<file path="config.mk">
export PLATFORM = sky130hd
export DESIGN_NAME = booth_ctrl_fsm
export DESIGN_NICKNAME = d
export VERILOG_FILES = /design/src/rtl/booth_ctrl_fsm.sv
export SDC_FILE = /design/constraint.sdc
export NUM_CORES = 1
export LEC_CHECK = 0
export BUFFER_PORTS_ARGS = -buffer_cell sky130_fd_sc_hd__buf_4
export CAP_MARGIN = 20
export CORE_AREA = 4 4 41 43
export CTS_CLUSTER_SIZE = 40
export DETAILED_ROUTE_END_ITERATION = 10
export DIE_AREA = 0 0 45 47
export PLACE_DENSITY = 0.58
export RECOVER_POWER = 25
export SYNTH_ARGS = -nofsm -noshare
export SYNTH_HDL_FRONTEND = slang
export SYNTH_SLANG_ARGS = --single-unit
</file>
<file path="constraint.sdc">
create_clock -name clk -period 1.3 [get_ports clk]
set_input_delay 0.195 -clock clk [delete_from_list [all_inputs] [get_ports clk]]
set_output_delay 0.195 -clock clk [all_outputs]
set_load 0.03 [all_outputs]
</file>
<file path="src/rtl/booth_ctrl_fsm.sv">
// booth_ctrl_fsm: radix-2 Booth multiplier control (start_i/q0_i/qm1_i/count_i in; counter ld/decr, datapath strobes, addsub, busy/done out)
module booth_ctrl_fsm #(
  parameter int N_BITS = 16,
  parameter int CNT_W = 5
) (
  input  logic             clk,
  input  logic             rst,
  input  logic             start_i,
  input  logic             q0_i,
  input  logic             qm1_i,
  input  logic [CNT_W-1:0] count_i,
  output logic             ld_o,
  output logic             decr_o,
  output logic             ld_m_o,
  output logic             ld_q_o,
  output logic             clr_a_o,
  output logic             clr_qm1_o,
  output logic             ld_a_o,
  output logic             addsub_o,
  output logic             shift_o,
  output logic             busy_o,
  output logic             done_o
);
  if (N_BITS < 1 || N_BITS >= (1 << CNT_W)) begin : g_bad_cfg
    $error("count width cannot hold N_BITS");
  end
  typedef enum logic [2:0] {IDLE, LOAD, EXAM, OP, SHIFT, DONE} state_t;
  state_t state_q, state_d;
  always_comb begin
    state_d = IDLE;
    case (state_q)
      IDLE:    state_d = start_i ? LOAD : IDLE;
      LOAD:    state_d = EXAM;
      EXAM:    state_d = (q0_i ^ qm1_i) ? OP : SHIFT;
      OP:      state_d = SHIFT;
      SHIFT:   state_d = (count_i == '0) ? DONE : EXAM;
      default: state_d = IDLE;
    endcase
  end
  always_ff @(posedge clk) begin
    if (rst) begin
      state_q   <= IDLE;
      ld_o      <= 1'b0;
      decr_o    <= 1'b0;
      ld_m_o    <= 1'b0;
      ld_q_o    <= 1'b0;
      clr_a_o   <= 1'b0;
      clr_qm1_o <= 1'b0;
      ld_a_o    <= 1'b0;
      addsub_o  <= 1'b0;
      shift_o   <= 1'b0;
      busy_o    <= 1'b0;
      done_o    <= 1'b0;
    end else begin
      state_q   <= state_d;
      ld_o      <= state_d == LOAD;
      ld_m_o    <= state_d == LOAD;
      ld_q_o    <= state_d == LOAD;
      clr_a_o   <= state_d == LOAD;
      clr_qm1_o <= state_d == LOAD;
      ld_a_o    <= state_d == OP;
      shift_o   <= state_d == SHIFT;
      decr_o    <= state_d == SHIFT;
      busy_o    <= state_d != IDLE;
      done_o    <= state_d == DONE;
      if (state_q == EXAM && state_d == OP) addsub_o <= q0_i;
    end
  end
endmodule

</file>
==> results of run 1 <==
flip-flops by register name (all words and copies together), names as in the netlist:
| name | count |
|---|---|
| done_o | 1 |
| ld_a_o | 1 |
| busy_o | 1 |
| clr_qm1_o | 1 |
| state_q | 3 |
| addsub_o | 1 |
| shift_o | 1 |
path summary, 6_finish.rpt:
| path | end | slack, ns | depth (start not counted) | from |
|---|---|---|---|---|
| worst min register to register | addsub_o | 0.48 | 2 | addsub_o |
| worst max-delay path | clr_qm1_o | 0.11 | 3 | state_q[1] |
| worst max register to register | clr_qm1_o | 0.11 | 3 | state_q[1] |
| worst min-delay path | ld_a_o | 0.17 | 2 | rst |
area by class of cell:
cell class,count,share of cell area (%)
multi-input combinational,29,32.6
sequential,9,31.7
timing repair buffer,23,27.1
clock buffer,4,4.63
tap,15,3.30
inverter,1,0.661
power by group through the flow:
| stage | registers (mW) | clock network [mW] | logic, mW |
|---|---|---|---|
| 2_1_floorplan | 0.331 | 0 | 0.105 |
| 3_3_place_gp | 0.310 | 0 | 0.185 |
| 3_5_place_dp | 0.310 | 0 | 0.185 |
| 4_1_cts | 0.304 | 0.222 | 0.185 |
| 5_1_grt | 0.306 | 0.240 | 0.193 |
| 6_report | 0.304 | 0.212 | 0.178 |
placed cells by master (no fill, tap or decap):
cell type / instances
sky130_fd_sc_hd__a21o_1: 1
sky130_fd_sc_hd__or3_1: 1
sky130_fd_sc_hd__mux2i_1: 1
sky130_fd_sc_hd__o21ai_0: 1
sky130_fd_sc_hd__o211a_1: 1
sky130_fd_sc_hd__o21a_1: 1
sky130_fd_sc_hd__nor3_1: 2
sky130_fd_sc_hd__a31oi_1: 1
sky130_fd_sc_hd__inv_2: 1
sky130_fd_sc_hd__nand2b_1: 2
sky130_fd_sc_hd__clkbuf_4: 3
sky130_fd_sc_hd__buf_4: 18
sky130_fd_sc_hd__nand3_1: 2
sky130_fd_sc_hd__nor4b_2: 1
sky130_fd_sc_hd__dfxtp_1: 9
sky130_fd_sc_hd__nor2_1: 7
sky130_fd_sc_hd__nand2_1: 1
sky130_fd_sc_hd__or4_4: 1
sky130_fd_sc_hd__nor4_1: 1
sky130_fd_sc_hd__nor2b_1: 1
sky130_fd_sc_hd__a21oi_1: 2
sky130_fd_sc_hd__a211oi_2: 1
sky130_fd_sc_hd__clkbuf_1: 6
sky130_fd_sc_hd__xnor2_1: 1
worst max-delay path, stage by stage, from the launching register on:
cell and delay [ns]:
sky130_fd_sc_hd__dfxtp_1 0.34, sky130_fd_sc_hd__inv_2 0.05, sky130_fd_sc_hd__or4_4 0.55, sky130_fd_sc_hd__a211oi_2 0.18
per-stage QoR:
stage	setup slack [ns]	hold WS (ns)	std cells	utilization [%]	area (um^2)
3_3_place_gp	0.112	0.429	77	43.1	561
6_report	0.109	0.165	81	43.7	568
5_1_grt	0.0417	0.157	81	43.7	568
4_1_cts	0.103	0.150	81	45.1	587
2_1_floorplan	0.0841	0.347	46	-	415
3_5_place_dp	0.112	0.426	77	43.1	561
cell families after synthesis:
group           synth area share, %
compound gates                 14.2
xor+xnor                       2.11
buf+inv                        12.0
flops                          43.4
mux                            2.41
simple gates                   25.9
metal layers:
metal  vias up  share of wire (%)  GRT usage (%)
met5         -                  0              0
li1        195                  -              -
met3         8                 12           3.45
met4         0                4.1           9.94
met2        25                 41           12.7
met1       165                 43           11.5
==> out/results.txt, run 1 <==
The run finished with clean final reports. The transition at the pin with the smallest max-transition slack was 0.374 ns. The all-layer global routing usage came out at 9.60%. Average routed wire per standard cell: 10.4 um. The tools report the cell count after synthesis as 46. Counting flops and latches in the post-synthesis netlist gives 9. The floorplan step set the die height to 47 um. For the reported max-cap violation count, the log shows 0. sky130_fd_sc_hd__dfxtp_1 takes more of the synthesized area than any other cell.

Per report_power, the sequential group accounts for 43.8% of the total. The sequential cells in the finished layout cover a total of 180 um^2. The per-instance average area after synthesis works out to 9.03 um^2. Data arrives at the worst endpoint at 1.38 ns. 21 I/O pins were placed. The commonest cells after synthesis are 9 x sky130_fd_sc_hd__dfxtp_1, 7 x sky130_fd_sc_hd__nor2_1, 5 x sky130_fd_sc_hd__buf_4. The global-route wire length before repair is 1.38 mm, and the maximum resistive drop on vdd is 0.779 mV.

For this run, the number of Yosys warnings is 0. By area the synthesized netlist is led by sky130_fd_sc_hd__dfxtp_1 43%, sky130_fd_sc_hd__buf_4 9.0%, sky130_fd_sc_hd__nor2_1 6.3%. In the synthesized netlist the dominant register cell turns out to be sky130_fd_sc_hd__dfxtp_1. The internal power of the cells totals 0.488 mW. First-iteration detailed-routing DRC count: 9. The total overflow left after global routing is 0. In this run the worst hold path is classified as in2reg. The tools report the nature of the critical path startpoint as a flop. The register area share after synthesis came out at 43.4%.

Setup repair after global routing left no endpoint under its margin. In the synthesized netlist the async set-or-reset flop fraction comes to 0%. The analysis attributes to cell leakage a power of 0.260 nW. Between clock sinks in the finished design, the worst skew comes to 0.00582 ns. In the final layout, the multi-input gates occupy 185 um^2.

sky130_fd_sc_hd__dfxtp_1 is the most common cell in the netlist. The tools report the HPWL after detailed placement as 667 um. For the count of different cell masters after synthesis, the log shows 24.

The number of nets with antenna violations after routing is 0, and the ratio of total power to cell area is 1220 mW/mm^2. For this design, the sink count on the clock tree is 9. The net count of the finished layout is 77. Net switching is 29.6% of the power. The run gives 10 as the pin count of the biggest net entering global routing. The run gives 4 as the length of the first detailed-routing pass in iterations. The maximum level of the CTS H-tree was 1; the final sum of negative setup slack was 0 ns. The count of flip-flops with a built-in enable after synthesis is 0, and the total wire length after detailed routing is 844 um. The filler cell count in the final layout was 138; the reported net switching power was 0.205 mW.

The overall die width came out at 45 um. Summed over its instances, the top area cell type makes up 43.4% of the synthesized netlist area. For the max-slew violation count, the log shows 0.

The final count of hold timing violations was 0. The logs give 0.840 GHz for the maximum clock frequency and 0 for the count of cells resized by post-cts repair. The final critical path takes up 91.6% of the cycle.

STA puts the critical path data required time at 1.49 ns. The clock passes through at most 2 buffers. Of the total power, the clock network draws 30.6%. For the number of antenna violations at the first check in global routing, the log shows 0. Dividing the detail-routed via count by the number of cells gives 4.85. The die covers 0.00212 mm^2.

The endpoint class of the critical path is a flop. For the normalized max-slew margin, the log shows 75.2%. The synthesized netlist occupies a cell area of 415 um^2. In this run the clock root is driven by a sky130_fd_sc_hd__clkbuf_4. After clock tree synthesis, the clock-pin slew on the worst setup and hold paths is 0.06 ns. Setup violations remaining at the end of the flow were counted as 0. After floorplanning, the core was sized to cover 0.00130 mm^2. Of the total power, combinational logic draws 25.6%. The logs give 0.26 ns for the clock latency on the worst-skew pair and 31.9% for the initial standard-cell utilization of the core. The run gives 393 as the total via count after detailed routing. For the number of placement rows, the log shows 13. The final weighted congestion in routability-driven placement came out at 0.869. The path type of the worst setup path is reg2reg.

Buffers inserted to repair hold after CTS numbered 0. The logs give 0 for the final antenna diode count and 0 for the post-CTS setup-driven buffer insertion count. TritonCTS built the clock tree. Counting every net in the synthesized netlist gives 56. For the number of clock buffers inserted by TritonCTS, the log shows 3.

From synthesis to final layout, the design area changed by 36.7%. The clock period minus worst slack came out at 1.19 ns. Overall power consumption after layout is estimated at 0.693 mW. The number of global-route vias before repair came out at 321.

Total DRC errors in the routed layout: 0. In this run the worst path has a maximum fanout of 4. Of the cells placed in the final design, the portion with a size suffix greater than 1 is 37.9%. The total of buffers placed on input and output ports is 20.
Note: power is estimated with default switching activity, not from simulation.
==> run 2, diff against run 1 <==
--- a/config.mk
+++ b/config.mk
@@ -5,13 +5,14 @@
 export SDC_FILE = /design/constraint.sdc
 export NUM_CORES = 1
 export LEC_CHECK = 0
+export ABC_AREA = 1
 export BUFFER_PORTS_ARGS = -buffer_cell sky130_fd_sc_hd__buf_4
 export CAP_MARGIN = 20
 export CORE_AREA = 4 4 41 43
 export CTS_CLUSTER_SIZE = 40
 export DETAILED_ROUTE_END_ITERATION = 10
 export DIE_AREA = 0 0 45 47
-export PLACE_DENSITY = 0.58
+export PLACE_DENSITY = 0.61
 export RECOVER_POWER = 25
 export SYNTH_ARGS = -nofsm -noshare
 export SYNTH_HDL_FRONTEND = slang
==> out/results.txt, run 2 <==
The run finished with clean final reports. The number of hold buffers added after cts was 0 (unchanged). In the synthesized netlist the dominant register cell turns out to be sky130_fd_sc_hd__dfxtp_1.

Setup repair after global routing left no endpoint under its margin. The clock period minus worst slack was 1.11 ns (-0.0823 ns); the number of antenna violations at the first check in global routing was 0 (unchanged). The top-area cell type share of the netlist area was 40.7% (-2.7 points). The floorplan die area is 0.00212 mm^2 (unchanged), and the total leakage power is 0.342 nW (+31%).

Of all cell types, the one taking the most synthesized area is sky130_fd_sc_hd__dfxtp_1. For the final setup skew, the log shows 0.000756 ns (-0.00507 ns). The post-route clock period utilization was 85.3% (-6.3 points); the post-place setup slack was 0.207 ns (+0.0947 ns). For the count of warnings emitted by yosys, the log shows 0 (unchanged). The HPWL after detailed placement is 737 um (+11%), and the maximum level of the CTS H-tree is 1 (unchanged).

The worst hold path belongs to the class in2reg. The pin count of the biggest net entering global routing was 6 (-4). The met3 layer usage reported by global route was 6.13% (+2.7 points). The data arrival at the endpoint of the critical path is 1.30 ns (-0.08 ns). The run gives 97 (+26%) as the post-layout net count.

The run gives 0 (unchanged) as the count of cells resized by post-cts repair. Most frequently used cell type in the post-synthesis netlist: sky130_fd_sc_hd__nand2_1. The reported net switching power was 0.228 mW (+11%). Largest register by flop count: state_q. In this run the clock root is driven by a sky130_fd_sc_hd__clkbuf_4. The average routed wire per standard cell was 8.92 um (-14%); the relative contribution of the clock network to total power was 29.0% (-1.6 points).

The maximum clock frequency came out at 0.902 GHz (+7.4%). The final antenna diode count came out at 0 (unchanged). The utilization after layout was 45.3% (+1.6 points); the number of nets with antenna violations after routing was 0 (unchanged). The total DRC errors in the routed layout was 0 (unchanged); the total wire length after detailed routing was 901 um (+6.8%). First-iteration detailed-routing DRC count: 5 (-4). The run gives 97 (+26%) as the number of placed instances with taps included. The worst setup path is launched from a flop.

The number of instances on the worst hold path is 2 (unchanged), and the met1 capacity usage during global routing is 12.7% (+1.2 points). For the met2 routing resource usage after global routing, the log shows 12.1% (-0.56 points). The post-CTS setup-driven buffer insertion count was 0 (unchanged). The length of the first detailed-routing pass in iterations was 4 (unchanged); the total congestion overflow was 0 (unchanged). The logs give 9 (unchanged) for the count of clock tree sinks and 366 (+14%) for the number of global-route vias before repair. The run gives 0.656 mV (-16%) as the maximum resistive drop on vdd.

Leaving out fill and tap cells, the most frequent cell in the layout is sky130_fd_sc_hd__buf_4. The maximum net fanout on the critical path is 4 (unchanged). In the layout the commonest cells are 17 x sky130_fd_sc_hd__buf_4, 15 x sky130_fd_sc_hd__nand2_1, 13 x sky130_fd_sc_hd__nor2_1. The ratio of cells with drive above 1 in the final layout is 26.7% (-11 points). Highest-utilization routing layer at the global route stage: met1. The boundary pin count was 21 (unchanged). The total power after layout is 0.717 mW (+3.5%), and the sequential cell fraction of total power is 43.7% (about the same). TritonCTS built the clock tree.

The part of the power in combinational logic is 27.4% (+1.8 points), and the signed area change from the synthesized netlist to the final layout is 33.1%. The overall die width works out to 45 um (unchanged). The fraction of power spent switching nets works out to 31.8% (+2.2 points).

The largest buffer count on any clock path is 2 (unchanged), and the register area share after synthesis is 40.7% (-2.7 points). Total of buffers placed on input and output ports: 20 (unchanged). The ratio of total power to cell area works out to 1220 mW/mm^2 (-0.25%). The logs give 0 ns (unchanged) for the final sum of negative setup slack and 101 (+25%) for the post-layout instance count excluding filler cells. Initial standard-cell utilization of the core: 34.0% (+2.1 points). The internal cell power was 0.489 mW (+0.22%).

The run gives 0.00130 mm^2 (unchanged) as the placeable core region. The average via count per standard cell was 4.25 (-12%); the normalized max-slew margin was 75.4% (+0.23 points). STA classifies the critical path endpoint as a flop.

The all-layer global routing usage was 9.76% (+0.17 points); the worst reg-to-reg path cell count was 7 (+4). Post-route standard cell area excluding fillers: 589 um^2 (+3.7%). The transition at the pin with the smallest max-transition slack works out to 0.371 ns (-0.00342 ns). After synthesis, the cell types taking the most area are sky130_fd_sc_hd__dfxtp_1 41%, sky130_fd_sc_hd__nand2_1 13%, sky130_fd_sc_hd__nor2_1 11%. The path type of the worst setup path is reg2reg. Reported max-cap violation count: 0 (unchanged).

The run gives 0 (unchanged) as the final count of hold timing violations. The total via count after detailed routing came out at 429 (+9.2%). The clock latency on the worst-skew pair was 0.25 ns (about the same); the vertical extent of the die was 47 um (unchanged). The synthesized netlist net count is 77 (+38%), and the final weighted congestion in routability-driven placement is 0.802 (-7.7%). The number of flip-flops in the largest register was 3 (unchanged); the final setup violation count was 0 (unchanged). The per-instance average area after synthesis works out to 6.61 um^2 (-27%).

Least setup slack across all paths after layout: 0.191 ns (+0.0824 ns). The register bit count reported by yosys is 9 (unchanged), and the cell area after synthesis is 443 um^2 (+6.6%). The global-route wire length before repair is 1.39 mm (+0.94%). For the number of clock buffers inserted by TritonCTS, the log shows 3 (unchanged). The total cell area at the placement stage is 574 um^2 (+2.5%), and the count of different cell masters after synthesis is 14 (-42%). The clock transition time at the flip-flop clock pins of the worst setup and hold paths was 0.06 ns (about the same). The share of synthesized flip-flops with an asynchronous set or reset was 0% (unchanged). The run gives 1.49 ns (about the same) as the worst endpoint required time. Number of placement rows: 13 (unchanged).

The tools report the hold slack as 0.124 ns (-0.0409 ns). After synthesis, the most frequently instantiated cells are 15 x sky130_fd_sc_hd__nand2_1, 13 x sky130_fd_sc_hd__nor2_1, 10 x sky130_fd_sc_hd__inv_1, 9 x sky130_fd_sc_hd__dfxtp_1. The count of flip-flops with a built-in enable after synthesis works out to 0 (unchanged). The run gives 67 (+46%) as the cell count after synthesis. The max-slew violation count came out at 0 (unchanged).
[run 2: cell types whose count changed after synthesis, moves of 2 or more]
cell,before,now
sky130_fd_sc_hd__inv_1,0,10
sky130_fd_sc_hd__nand2_1,1,15
sky130_fd_sc_hd__nand3_1,2,5
sky130_fd_sc_hd__nor2_1,7,13
sky130_fd_sc_hd__nand2b_1,2,0
sky130_fd_sc_hd__nand2_2,0,2
[run 2: layout make-up]
| type | instances | area (um^2) |
|---|---|---|
| Fill cell | 142 | 712 |
| Clock buffer | 4 | 26.3 |
| Timing Repair Buffer | 20 | 139 |
| Tap cell | 15 | 18.8 |
| Multi-Input combinational cell | 42 | 184 |
| Sequential cell | 9 | 180 |
| Inverter | 11 | 41.3 |
[run 2: path summary, 6_finish.rpt]
check	start	slack [ns]	to
setup / recovery	state_q[1]	0.19	clr_qm1_o
hold / removal	rst	0.12	ld_a_o
setup reg to reg	state_q[1]	0.19	clr_qm1_o
hold reg to reg	addsub_o	0.55	addsub_o
[run 2: power groups by stage]
stage,logic (mW),clock network (mW),registers [mW]
2_1_floorplan,0.117,0,0.344
3_3_place_gp,0.202,0,0.320
5_1_grt,0.217,0.241,0.315
4_1_cts,0.204,0.222,0.313
6_report,0.196,0.208,0.313
3_5_place_dp,0.204,0,0.319
[run 2: metal layers]
metal,vias up,part of all wire (%)
li1,234,-
met1,179,48
met2,14,41
met3,2,10
met4,0,1.1
met5,-,0
[run 2: cell families (layout without fill, tap and decap cells)]
kind of cell,count (synthesis),count (layout),share of synthesized area [%]
compound gates,4,4,5.08
buf+inv,16,35,17.8
simple gates,38,38,36.4
flops,9,9,40.7
[run 2: critical path, cell delays in order (launching register included)]
cell                      delay [ns]
sky130_fd_sc_hd__dfxtp_1        0.34
sky130_fd_sc_hd__nor2_1         0.12
sky130_fd_sc_hd__inv_1          0.07
sky130_fd_sc_hd__nor2_1         0.09
sky130_fd_sc_hd__nand3_1        0.11
sky130_fd_sc_hd__nand2_1        0.11
sky130_fd_sc_hd__nand3_1        0.11
sky130_fd_sc_hd__nor2_1         0.11
